<file path="config.mk">
export PLATFORM = sky130hd
export DESIGN_NAME = gmii_tx_framer_flat
export DESIGN_NICKNAME = d
export VERILOG_FILES = /design/src/rtl/gmii_tx_framer_if.sv /design/src/rtl/gmii_tx_framer.sv /design/src/flat_wrapper.sv
export SDC_FILE = /design/constraint.sdc
export NUM_CORES = 1
export LEC_CHECK = 0
export BUFFER_PORTS_ARGS = -buffer_cell sky130_fd_sc_hd__buf_2
export CAP_MARGIN = 20
export CORE_MARGIN = 2
export CORE_UTILIZATION = 60
export DETAILED_ROUTE_END_ITERATION = 10
export PLACE_DENSITY_LB_ADDON = 0.08
export RECOVER_POWER = 25
export REMOVE_ABC_BUFFERS = 1
export SYNTH_ARGS = -nofsm -noshare
export SYNTH_HDL_FRONTEND = slang
export SYNTH_SLANG_ARGS = --single-unit
</file>
<file path="constraint.sdc">
create_clock -name i_clk -period 2.95 [get_ports i_clk]
set_input_delay 0.885 -clock i_clk [delete_from_list [all_inputs] [get_ports i_clk]]
set_output_delay 0.885 -clock i_clk [all_outputs]
set_load 0.02 [all_outputs]
</file>
<file path="src/rtl/gmii_tx_framer_if.sv">
// Upstream byte stream plus GMII transmit side of the frame serialiser.
// The framer uses the slave view and the byte source uses the master view.
interface gmii_tx_framer_if;
    logic [7:0] iv_data;
    logic       i_valid;
    logic       i_sop;
    logic       i_eop;
    logic       o_ready;
    logic       o_gmii_tx_en;
    logic       o_gmii_tx_er;
    logic [7:0] ov_gmii_txd;
    logic       o_underrun;

    modport slave (
        input  iv_data, i_valid, i_sop, i_eop,
        output o_ready, o_gmii_tx_en, o_gmii_tx_er, ov_gmii_txd, o_underrun
    );

    modport master (
        output iv_data, i_valid, i_sop, i_eop,
        input  o_ready, o_gmii_tx_en, o_gmii_tx_er, ov_gmii_txd, o_underrun
    );
endinterface

</file>
<file path="src/rtl/gmii_tx_framer.sv">
// GMII transmit framer: adds preamble/SFD, pads short frames, appends CRC-32 FCS,
// aborts on upstream underrun and enforces the inter-frame gap.
module gmii_tx_framer #(
    parameter int unsigned IFG_CYCLES = 12,
    parameter int unsigned MIN_FRAME  = 60
) (
    input  logic           i_clk,
    input  logic           i_rst,
    gmii_tx_framer_if.slave bus
);

    typedef enum logic [2:0] {IDLE, PREAMBLE, SFD, DATA, PAD, FCS, IFG, DROP} state_t;

    localparam logic [10:0] MIN_CNT  = 11'(MIN_FRAME);
    localparam logic [15:0] IFG_LAST = 16'(IFG_CYCLES - 1);

    state_t      state, state_nx;
    logic [10:0] byte_cnt, byte_cnt_nx, cnt_inc;
    logic [15:0] step, step_nx;
    logic [31:0] crc, crc_nx;
    logic        tx_en_nx, tx_er_nx, underrun_nx, ready;
    logic [7:0]  txd_nx;

    function automatic logic [31:0] crc_byte(input logic [31:0] c, input logic [7:0] d);
        logic [31:0] r;
        r = c ^ {24'd0, d};
        for (int unsigned i = 0; i < 8; i++)
            r = r[0] ? ((r >> 1) ^ 32'hEDB8_8320) : (r >> 1);
        return r;
    endfunction

    assign cnt_inc     = (byte_cnt == '1) ? byte_cnt : byte_cnt + 11'd1;
    assign bus.o_ready = ready & ~i_rst;

    // The first preamble byte is launched from IDLE so the wire gap equals IFG_CYCLES.
    always_comb begin
        state_nx    = state;
        byte_cnt_nx = byte_cnt;
        step_nx     = step;
        crc_nx      = crc;
        tx_en_nx    = 1'b0;
        tx_er_nx    = 1'b0;
        txd_nx      = '0;
        underrun_nx = 1'b0;
        ready       = 1'b0;
        case (state)
            IDLE: begin
                byte_cnt_nx = '0;
                crc_nx      = '1;
                step_nx     = '0;
                if (bus.i_valid) begin
                    if (bus.i_sop) begin
                        state_nx = PREAMBLE;
                        tx_en_nx = 1'b1;
                        txd_nx   = 8'h55;
                    end else begin
                        ready = 1'b1;
                    end
                end
            end
            PREAMBLE: begin
                tx_en_nx = 1'b1;
                txd_nx   = 8'h55;
                if (step == 16'd5) begin
                    step_nx  = '0;
                    state_nx = SFD;
                end else begin
                    step_nx = step + 16'd1;
                end
            end
            SFD: begin
                tx_en_nx    = 1'b1;
                txd_nx      = 8'hD5;
                byte_cnt_nx = '0;
                crc_nx      = '1;
                state_nx    = DATA;
            end
            DATA: begin
                ready    = 1'b1;
                tx_en_nx = 1'b1;
                if (bus.i_valid) begin
                    txd_nx      = bus.iv_data;
                    crc_nx      = crc_byte(crc, bus.iv_data);
                    byte_cnt_nx = cnt_inc;
                    if (bus.i_eop)
                        state_nx = (cnt_inc < MIN_CNT) ? PAD : FCS;
                end else begin
                    tx_er_nx    = 1'b1;
                    underrun_nx = 1'b1;
                    state_nx    = DROP;
                end
            end
            PAD: begin
                tx_en_nx    = 1'b1;
                crc_nx      = crc_byte(crc, 8'h00);
                byte_cnt_nx = cnt_inc;
                if (cnt_inc >= MIN_CNT)
                    state_nx = FCS;
            end
            FCS: begin
                tx_en_nx = 1'b1;
                case (step[1:0])
                    2'd0:    txd_nx = ~crc[7:0];
                    2'd1:    txd_nx = ~crc[15:8];
                    2'd2:    txd_nx = ~crc[23:16];
                    default: txd_nx = ~crc[31:24];
                endcase
                if (step[1:0] == 2'd3) begin
                    step_nx  = '0;
                    state_nx = IFG;
                end else begin
                    step_nx = step + 16'd1;
                end
            end
            IFG: begin
                if (step == IFG_LAST) begin
                    step_nx  = '0;
                    state_nx = IDLE;
                end else begin
                    step_nx = step + 16'd1;
                end
            end
            DROP: begin
                ready = 1'b1;
                if (bus.i_valid && bus.i_eop) begin
                    step_nx  = '0;
                    state_nx = IFG;
                end
            end
            default: state_nx = IDLE;
        endcase
    end

    always_ff @(posedge i_clk) begin
        if (i_rst) begin
            state            <= IDLE;
            byte_cnt         <= '0;
            step             <= '0;
            crc              <= '1;
            bus.o_gmii_tx_en <= 1'b0;
            bus.o_gmii_tx_er <= 1'b0;
            bus.ov_gmii_txd  <= '0;
            bus.o_underrun   <= 1'b0;
        end else begin
            state            <= state_nx;
            byte_cnt         <= byte_cnt_nx;
            step             <= step_nx;
            crc              <= crc_nx;
            bus.o_gmii_tx_en <= tx_en_nx;
            bus.o_gmii_tx_er <= tx_er_nx;
            bus.ov_gmii_txd  <= txd_nx;
            bus.o_underrun   <= underrun_nx;
        end
    end

endmodule

</file>
<file path="src/flat_wrapper.sv">
// flat-port wrapper written by rule: the top's interface ports become plain ports
module gmii_tx_framer_flat 
#(
    parameter int unsigned IFG_CYCLES = 12,
    parameter int unsigned MIN_FRAME  = 60
)
  (i_clk, i_rst, bus_iv_data, bus_i_valid, bus_i_sop, bus_i_eop, bus_o_ready, bus_o_gmii_tx_en, bus_o_gmii_tx_er, bus_ov_gmii_txd, bus_o_underrun);
  gmii_tx_framer_if bus_i ();
  input  logic i_clk;
  input  logic i_rst;
  input wire logic [$bits(bus_i.iv_data)-1:0] bus_iv_data;
  input wire logic [$bits(bus_i.i_valid)-1:0] bus_i_valid;
  input wire logic [$bits(bus_i.i_sop)-1:0] bus_i_sop;
  input wire logic [$bits(bus_i.i_eop)-1:0] bus_i_eop;
  output wire logic [$bits(bus_i.o_ready)-1:0] bus_o_ready;
  output wire logic [$bits(bus_i.o_gmii_tx_en)-1:0] bus_o_gmii_tx_en;
  output wire logic [$bits(bus_i.o_gmii_tx_er)-1:0] bus_o_gmii_tx_er;
  output wire logic [$bits(bus_i.ov_gmii_txd)-1:0] bus_ov_gmii_txd;
  output wire logic [$bits(bus_i.o_underrun)-1:0] bus_o_underrun;
  assign bus_i.iv_data = bus_iv_data;
  assign bus_i.i_valid = bus_i_valid;
  assign bus_i.i_sop = bus_i_sop;
  assign bus_i.i_eop = bus_i_eop;
  assign bus_o_ready = bus_i.o_ready;
  assign bus_o_gmii_tx_en = bus_i.o_gmii_tx_en;
  assign bus_o_gmii_tx_er = bus_i.o_gmii_tx_er;
  assign bus_ov_gmii_txd = bus_i.ov_gmii_txd;
  assign bus_o_underrun = bus_i.o_underrun;
  gmii_tx_framer #(.IFG_CYCLES(IFG_CYCLES), .MIN_FRAME(MIN_FRAME)) u_core (.i_clk(i_clk), .i_rst(i_rst), .bus(bus_i));
endmodule
</file>
---- Yosys cells after proc, flatten, opt, wreduce, memory -nomap -nowiden ----
Cells that the tools add are included.
word-level totals
  flip-flop bits (word level) ............. 72
  bits of input ports ..................... 13
  output and inout bits ................... 12
  logic and storage cells ................. 118
cells by class
  add/subtract/negate cells ............... 2
  magnitude comparators ................... 2
  equality and inequality tests ........... 22
  multiplexer cells ....................... 49
  bitwise gates (word level) .............. 24
  reductions and logical operators ........ 12
operators by type and width
  cell                   count
  $mux 32                17
  $not 13->14            16
  $pmux 32 s3            1
  $pmux 16 s5            1
  $mux 16                4
  $pmux 8 s5             1
  $pmux 11 s3            1
  $not 8->8              4
  $xor 32x8->32          1
  $mux 3                 9
  $pmux 3 s8             1
  $pmux 8 s3             1
  $mux 11                2
  $add 16x1->16 const B  1
  $eq 16x3->1 const B    1
  $eq 16x4->1 const B    1
  $mux 8                 2
  $eq 3x3->1 const B     4
  $add 11x1->11 const B  1
  $eq 11x11->1 const B   1
  $ge 11x6->1 const B    1
  $lt 11x6->1 const B    1
  $ne 2x1->1 const B     5
  $reduce_and 8->1       1
  other kinds (19)       33

---- Depth between registers and ports, before layout ----
  word-level depth ........................ 19
  gate-level depth with buffers ........... 9
  gate-level depth less buffers ........... 8

---- Least setup slack after synthesis ----
Ideal clock, no wire load.
  path kind ............................... input to output
  start ................................... input bus_i_sop
  end ..................................... output bus_o_ready
  data arrival time ....................... 1.727 ns
  slack ................................... 0.338 ns
  stages .................................. 2
  cell sequence ........................... or4_1 -> a21oi_1
between the ends
  cells in the longest elaborated chain, start to end .. 4
ends and longest elaborated chain
  what                RTL line              source
  start: declaration  flat_wrapper.sv:13    input wire logic [$bits(bus_i.i_sop)-1:0] bus_i_sop;
  $mux 1              gmii_tx_framer.sv:52  if (bus.i_sop) begin
  $mux 1              gmii_tx_framer.sv:51  if (bus.i_valid) begin
  $pmux 1 s2          gmii_tx_framer.sv:46  case (state)
  $and 1x1->1         gmii_tx_framer.sv:33  assign bus.o_ready = ready & ~i_rst;
  end: declaration    flat_wrapper.sv:15    output wire logic [$bits(bus_i.o_ready)-1:0] bus_o_ready;
No other way between the ends.

---- Worst setup path after layout ----
  start ................................... input bus_i_valid
  end ..................................... output bus_o_ready
between the ends
  cells in the longest elaborated chain, start to end .. 3
ends and longest elaborated chain
  what                RTL line              source
  start: declaration  flat_wrapper.sv:12    input wire logic [$bits(bus_i.i_valid)-1:0] bus_i_valid;
  $mux 1              gmii_tx_framer.sv:51
  $pmux 1 s2          gmii_tx_framer.sv:46
  $and 1x1->1         gmii_tx_framer.sv:33
No other way between the ends.

==> results.md <==
- Share of cells above drive strength 1: 11.2%
- Post-synthesis register bit count: 72
- Core box area: 8720 um^2
- Syn Area/Cell: 8.03 um^2
- Post-synthesis mux area share: 0.745%
- Ant diodes: 0
- Ys async rst share: 0%
- Fmax achieved: 367 MHz
- Post-Synth Adder-Cell Area: 1.40%
- Die ar.: 9730 um^2
- R2r startpoint: u_core.step[0]
- Simple-gate share of the synthesized area: 18.4%
- Yosys top cell area share: 26.8%
- # H-tree levels: 3
- Max_slew headroom: 42.2%
- Delay-heaviest family, CP: simple AND/OR/NAND/NOR gates
- Clk buf depth: 2
- Largest family of logic cells by synthesized area: compound AO/OA/AOI/OAI gates
- Post-CTS sizing: 0
- Crit-path cells: clkbuf_1 -> nand2b_1 -> or4_1 -> a21oi_1 -> buf_2
- Routed vias/inst: 6.38
- Clock Pin Slew Worst Setup and Hold Paths: 0.08 ns
- Worst hold start: u_core.crc[21]
- Synth cell types: 68
- I/O Buffers: 24
- Seq/Total Area, Yosys: 26.8%
- Die width: 98.7 um
- Initial Util: 61.6%
- Period utilization: 92.3%
- Cell with the most instances after synthesis: xnor2_1
- Setup WS pre-CTS: 0.289 ns
- Clock Latency Late Sink: 0.35 ns
- Largest net degree at the start of global routing: 26
- Worst R2R End: u_core.step[13]
- HPWL Detailed: 10,500 um
- Vias: 5,064
- First-pass detailed-route iteration total: 7
- Compound-Gate Fraction of Synth Area: 23.0%
- Post-CTS Setup Bufs: 0
- RSZ-0062 raised after global routing: no
- Buf/Inv on CP: 2
- Starting DRC count in detailed routing: 505
- Final hold violations: 0
- WHS Endpoint: u_core.crc[21]
- First-pass GRT wire length: 24,900 um
- Max incr delay on CP: 0.39 ns
- NumNets Final: 700
- TritonCTS clock tree: built
- Tightest Pin Transition: 0.868 ns
- Post-route DRC: 0
- Slowest CP cell: or4_1
- Ranking of synthesized cells by area: dfxtp_1, xnor2_1, xor2_1, nand2_1, a21oi_1
- Cells after Synth: 669
- TritonCTS buffer count: 9
- R2r setup slk: 0.57 ns
- Global route overflow: 0
- Global placement routability congestion: 0.981
- Dominant cell type by area after synthesis: dfxtp_1
- Status: complete, no violations
- Cts hold-fix bufs: 0
- LEAKAGE: 0.00196 uW
- Post-route ant nets: 0
- Number of flops mapped to enable cells by yosys: 0
- Hold path cells: 2
- Hold WS: 0.512 ns
- CP Class: in -> out
- Final slew viol count: 0
- Final wirelength: 15,100 um
- Mapped Area: 5380 um^2
- Crit end category: output port
- Post-synth top cells: xnor2_1, dfxtp_1, nand2_1, nor2_1, a21oi_1
- Final setup viols: 0
- CP required: 2.07 ns
- Area added between synthesis and finish: 7.15%
- Avg WL per Cell: 19.1 um
- Final worst setup slack: 0.227 ns
- Crit start category: primary input
- Post-synthesis xor/xnor area fraction: 22.9%
- Pwr dens: 812 nW/um^2
- Syn. warnings: 0
- Initial antenna violation count: 0
- CTS Root Cell: clkbuf_8
- R2r worst-path depth: 8
- Critical path fanouts, max: 2
- Max cap viols: 0
- Row cnt: 34
- Min-Delay Path Class: reg -> reg
- Total negative slack: 0 ns
- # IOs: 25
- Vias in the first global route: 4,830
- Min Tclk post-route: 2.72 ns
- Worst VDD drop: 0.414 mV
- Die Height: 98.7 um
- Sink Count: 72
- Synth Flop Type: dfxtp_1
- GRT Resource Usage Total: 31.9%
- Worst EP arrival: 1.84 ns
- Fin Clk Skew: 0.00842 ns
==> cell families (layout without fill, tap and decap cells) <==
kind of cell             count (synthesis)  count (layout)
XOR/XNOR                               128             128
multiplexers                             4               4
adder cells (fa/ha/maj)                  6               6
flip-flops                              72              72
buffers and inverters                   68              85
AND/OR/NAND/NOR                        208             208
AO/OA/AOI/OAI                          183             183
==> stage by stage <==
step / utilization (%) / cell area [um^2] / std cells / power, uW
CTS: 66.3 / 5780 / 794 / 4650
floorplan: - / 5070 / 615 / 3110
finish: 66.0 / 5760 / 794 / 4680
global placement: 63.9 / 5570 / 778 / 3770
detailed placement: 63.9 / 5570 / 778 / 3810
global route: 66.0 / 5760 / 794 / 4950
==> placed cells by master, fill, tap and decap left out, drive strengths merged, types with 9 or more instances in the layout <==
cell / synthesis / final
nor2b: 11 / 11
nor2: 61 / 61
xnor2: 91 / 91
dfxtp: 72 / 72
o22ai: 9 / 9
o221ai: 10 / 10
buf: 20 / 41
clkbuf: 33 / 25
xor2: 36 / 36
nand3: 11 / 11
a21oi: 47 / 47
o21ai: 33 / 33
nand2: 67 / 67
inv: 13 / 13
and3: 10 / 10
a211oi: 14 / 14
==> final cells by class <==
| class | instances | area (um^2) |
|---|---|---|
| clock buffer | 11 | 151 |
| clock inverter | 5 | 55.1 |
| fill | 753 | 2960 |
| inverter | 14 | 52.6 |
| multi-input combinational | 529 | 3580 |
| sequential | 72 | 1440 |
| tap | 108 | 135 |
| timing repair buffer | 55 | 344 |
==> per-layer routing <==
layer	vias up	wire length, um	track usage, %
li1	2382	-	-
met1	2449	7080	45.8
met2	205	6690	49.5
met3	28	1090	5.67
met4	0	274	8.85
met5	-	0	0
==> registers in the layout (all words and copies together) (netlist names), named ones only <==
register,count
u_core.crc,32
u_core.step,16
u_core.bus.o_gmii_tx_en,1
u_core.byte_cnt,11
u_core.bus.o_gmii_tx_er,1
u_core.bus.ov_gmii_txd,8
u_core.state,2
==> worst max-delay path by stage <==
stage | start | endpoint | cells past startpoint
final | bus_i_valid | bus_o_ready | 5
after global routing | bus_i_valid | u_core.step[9] | 8
after CTS | bus_i_sop | bus_o_ready | 4
after detailed placement | bus_i_sop | bus_o_ready | 4
after global placement | bus_i_sop | bus_o_ready | 4
after floorplan | bus_i_valid | u_core.byte_cnt[9] | 4
==> worst reg2reg max path: stages, from the launching register on <==
cell and delay, ns:
dfxtp_1 0.42, ha_1 0.45, and3b_1 0.22, nand4_1 0.09
a22oi_1 0.27, buf_4 0.19, o21ai_0 0.23, a41oi_1 0.31
a311oi_1 0.07
==> where the power goes <==
group | switching (uW) | internal (uW)
registers | 211 | 1100
logic | 1440 | 1100
clock network | 399 | 434
total | 2050 | 2630
Note: power is estimated with default switching activity, not from simulation.
